## config.mk

```make
export PLATFORM = sky130hd
export DESIGN_NAME = down_counter
export DESIGN_NICKNAME = d
export VERILOG_FILES = /design/src/rtl/down_counter.sv
export SDC_FILE = /design/constraint.sdc
export NUM_CORES = 1
export LEC_CHECK = 0
export BUFFER_PORTS_ARGS = -buffer_cell sky130_fd_sc_hd__buf_4
export CELL_PAD_IN_SITES_DETAIL_PLACEMENT = 0
export CELL_PAD_IN_SITES_GLOBAL_PLACEMENT = 1
export CORE_MARGIN = 10
export CORE_UTILIZATION = 35
export DETAILED_ROUTE_END_ITERATION = 10
export GPL_TIMING_DRIVEN = 0
export PLACE_DENSITY_LB_ADDON = 0.1
export SLEW_MARGIN = 25
export SYNTH_ARGS = -nofsm -noshare
export SYNTH_HDL_FRONTEND = slang
export SYNTH_SLANG_ARGS = --single-unit
```

## constraint.sdc

```tcl
create_clock -name clk -period 4.3 [get_ports clk]
set_clock_uncertainty 0.15 [all_clocks]
set_input_delay 1.075 -clock clk [delete_from_list [all_inputs] [get_ports clk]]
set_output_delay 1.075 -clock clk [all_outputs]
set_load 0.05 [all_outputs]
```

## src/rtl/down_counter.sv

```systemverilog
// Loadable down-counter / countdown timer with IDLE/RUN/EXPIRED states.
// Ports: clk, rst (async high), load, load_val, dec, clr, ack -> out, underflow, busy, done.
// Optional: define DOWN_COUNTER_AUTO_RELOAD_EN to reload on underflow instead of expiring.
module down_counter #(
  parameter  int MAX_COUNT = 31,
  localparam int BIT_WIDTH = $clog2(MAX_COUNT + 1)
) (
  input  logic                 clk,
  input  logic                 rst,
  input  logic                 load,
  input  logic [BIT_WIDTH-1:0] load_val,
  input  logic                 dec,
  input  logic                 clr,
  input  logic                 ack,
  output logic [BIT_WIDTH-1:0] out,
  output logic                 underflow,
  output logic                 busy,
  output logic                 done
);

  typedef enum logic [1:0] {
    S_IDLE    = 2'd0,
    S_RUN     = 2'd1,
    S_EXPIRED = 2'd2
  } state_t;

  localparam logic [BIT_WIDTH-1:0] MAX_V = BIT_WIDTH'(MAX_COUNT);

  state_t               r_state;
  logic [BIT_WIDTH-1:0] r_out;
  logic [BIT_WIDTH-1:0] w_load_sat;
  logic                 w_zero;
  logic                 w_uf;

`ifdef DOWN_COUNTER_AUTO_RELOAD_EN
  logic [BIT_WIDTH-1:0] r_reload;
`endif

  // Compare at the counter width so non power-of-two limits saturate correctly.
  assign w_load_sat = (load_val > MAX_V) ? MAX_V : load_val;
  assign w_zero     = (r_out == '0);
  assign w_uf       = (r_state == S_RUN) & dec & w_zero & ~load & ~clr;

  always_ff @(posedge clk or posedge rst) begin
    if (rst) begin
      r_state <= S_IDLE;
      r_out   <= '0;
`ifdef DOWN_COUNTER_AUTO_RELOAD_EN
      r_reload <= '0;
`endif
    end else if (clr) begin
      r_state <= S_IDLE;
      r_out   <= '0;
    end else if (load) begin
      r_state <= S_RUN;
      r_out   <= w_load_sat;
`ifdef DOWN_COUNTER_AUTO_RELOAD_EN
      r_reload <= w_load_sat;
`endif
    end else begin
      unique case (r_state)
        S_IDLE: begin
          r_out <= '0;
        end
        S_RUN: begin
          if (dec) begin
            if (!w_zero) begin
              r_out <= r_out - BIT_WIDTH'(1);
            end else begin
`ifdef DOWN_COUNTER_AUTO_RELOAD_EN
              r_out <= r_reload;
`else
              r_state <= S_EXPIRED;
`endif
            end
          end
        end
        S_EXPIRED: begin
          // dec is ignored here; only ack (or clr/load above) leaves.
          if (ack) begin
            r_state <= S_IDLE;
          end
        end
        default: begin
          r_state <= S_IDLE;
          r_out   <= '0;
        end
      endcase
    end
  end

  assign out       = r_out;
  assign underflow = w_uf;
  assign busy      = (r_state == S_RUN);
  assign done      = (r_state == S_EXPIRED);

endmodule
```

==> flow_summary.toml <==
[run_status]
status = "complete, no violations"

[die]
chipHeight_um = 57.39
dieArea_sq_um = 3293
die_w_um = 57.39
start_util_pct = 37.13
coreArea_sq_um = 1318
io_pins = 19
core.rowCount = 13

[yosys]
ys_warn_count = 0
synth-xor-area-share_pct = 5.371
synth_top_area_share_pct = 35.81
syn_nets = 68
synth_edf_count = 0
postSynthAreaPerCell_sq_um = 8.736
yosysSeqAreaShare_pct = 35.81
synthMuxAreaShare_pct = 0
synth_compound_area_share_pct = 25.83
ys_seq_elements = 7
synth_area_leaders = "dfrtp_1 (36%), o31ai_1 (6.1%), a311oi_4 (5.4%)"
post_synth_fa_ha_maj_area_fraction_pct = 2.558
synthFlopType = "dfrtp_1"
ys_types = 26
synth_top_area_cell = "dfrtp_1"
synthTopCellsByCount = "dfrtp_1 (7), inv_1 (5), nand2_1 (5)"
synth_cells = 56
async_flop_share_pct = 100.0
synth_top_family_by_area = "compound AO/OA/AOI/OAI gates"
synth_area_sq_um = 489.2
synthSimpleGateAreaFrac_pct = 24.04
synth_most_common_cell = "dfrtp_1"

[route]
postRouteAntennaNets = 0
drcViolationCount = 0
num_vias = 496
avgRoutedWirePerCell_um = 14.64
dr.pass1.iters = 4
wl_um = 1347
viasPerCell = 5.391
drt_iter0_drc = 13

[critical_path]
r2r_end = "out[2]$_DFFE_PP0P_"
cp-start-kind = "input port"
crit_type = "in -> out"
crit_required_ns = 3.07
reg2reg_slack_ns = 2.16
cp-end-kind = "output pin"
rr_worst_depth = 6
crit_fanout = 8
arrival_ns = 2.04
rr_startpoint = "out[0]$_DFFE_PP0P_"

[layout]
antenna_cells = 0
fill_cells = 128
post-route-cell-area_sq_um = 661.9
num-nets-final = 90
syn_to_final_growth_pct = 35.29
layout-drive-gt1-share_pct = 31.17

[grt]
grt_usage_pct = 8.213
grt-ovfl-total = 0
grt_pass1_vias = 473
grt_pass1_wl_um = 2194
grt_max_degree = 11
antenna_found_initial = 0

[worst_hold_path]
holdCritStartpoint = "out[1]$_DFFE_PP0P_"
min_path_type = "reg -> reg"
hold_end = "out[1]$_DFFE_PP0P_"
holdPathStages = 2

[clock_tree]
root_buffer = "clkbuf_4"
htreeDepth = 1
clk_pin_slew_ns = 0.05
clkLatencyLatePin_ns = 0.25
ctsResizeCount = 0
cts_buffer_depth = 2
post_cts_buffers = 0
cts_hold_buf = 0
cts.sinks = 7
cts_tree = "yes"
cts_buffers = 3

[power_and_ir_drop]
vdd_drop_max_mv = 0.1805
total_power_mw = 0.2047
leakage_nw = 0.3099
powerDensity_nw_per_um2 = 309.3

[flow_run]
max_cap_violations = 0

[sta]
postLayoutSetupSlackWorst_ns = 1.031
relSlewSlack_pct = 68.45
fin_crit_ns = 3.269
setup_tns_ns = 0
fmax_ghz = 0.3059
hold_violations = 0
min_period_over_period_pct = 76.01
rsz0062_at_grt = "false"
setup_viol = 0
tightest_slew_ns = 0.4732
slew_viol_final = 0

[place]
port_buffers = 17
gp_congestion = 0.7195
dp_hpwl_um = 1038
pre_cts_slack_ns = 1.037
postPlaceCellArea_sq_um = 635.6
==> flip-flops by register name, indices dropped and copies added (netlist names) <==
signal	count
r_state	2
out	5
==> power breakdown <==
part           internal, mW  switching (mW)  leakage, nW  total (mW)
sequential           0.0701         0.00519       0.0930      0.0753
combinational        0.0272          0.0395        0.202      0.0667
clock                0.0356          0.0270       0.0150      0.0626
total                 0.133          0.0717        0.310       0.205
==> cell families (layout without fill, tap and decap cells) <==
group                      Yosys count  in the layout
DFF                                  7              7
and+or+nand+nor                     21             21
xor gates and xnor gates             3              3
buffers and inverters                8             29
AOI/OAI and AO/OA                   16             16
adders and majority gates            1              1
==> cells in the final DEF (no fill, tap or decap), types with 2 or more instances in the layout <==
cell type	n
dfrtp_1	7
o31ai_1	4
a22oi_1	2
inv_1	5
o21ai_0	2
nand2_1	5
nand2b_1	2
nor3_1	3
clkbuf_4	3
buf_4	17
clkbuf_1	3
a21oi_1	4
xnor2_1	2
nor2_1	4
==> per-stage QoR <==
step,hold WS (ns),utilization (%),instances
after floorplan,0.5793,-,56
after CTS,0.3881,50.24,92
after detailed placement,0.3742,48.24,88
after global routing,0.4486,50.24,92
final,0.3840,50.24,92
after global placement,0.3711,48.24,88
==> critical path: stages <==
cell,delay [ns]
clkbuf_1,0.18
or2_2,0.37
nor3_1,0.19
buf_4,0.22
==> how the worst max path moves through the flow <==
stage | end | from | cells past startpoint | slack, ns
global placement | underflow | clr | 4 | 1.02
detailed placement | underflow | clr | 4 | 1.04
floorplan | underflow | clr | 3 | 0.42
finish | underflow | clr | 4 | 1.03
global route | underflow | clr | 4 | 0.92
CTS | underflow | clr | 4 | 1.04
==> per-layer routing <==
layer  share of wire [%]  global-route usage (%)  vias up
li1                    -                       -      239
met1                  42                   10.47      233
met2                  48                   11.66       22
met3                 9.5                   3.097        2
met4                0.97                   4.027        0
met5                   0                       0        -
==> final cells by class <==
| cell class | count | area, sq um | area share, % |
|---|---|---|---|
| well taps | 15 | 18.77 | 2.836 |
| plain buffers | 3 | 12.51 | 1.890 |
| multi-input cells | 41 | 282.8 | 42.72 |
| inverters | 5 | 18.77 | 2.836 |
| repair buffers | 17 | 127.6 | 19.28 |
| flip-flops and latches | 7 | 175.2 | 26.47 |
| clock buffers | 4 | 26.28 | 3.970 |
(Power assumes the default switching activity.)
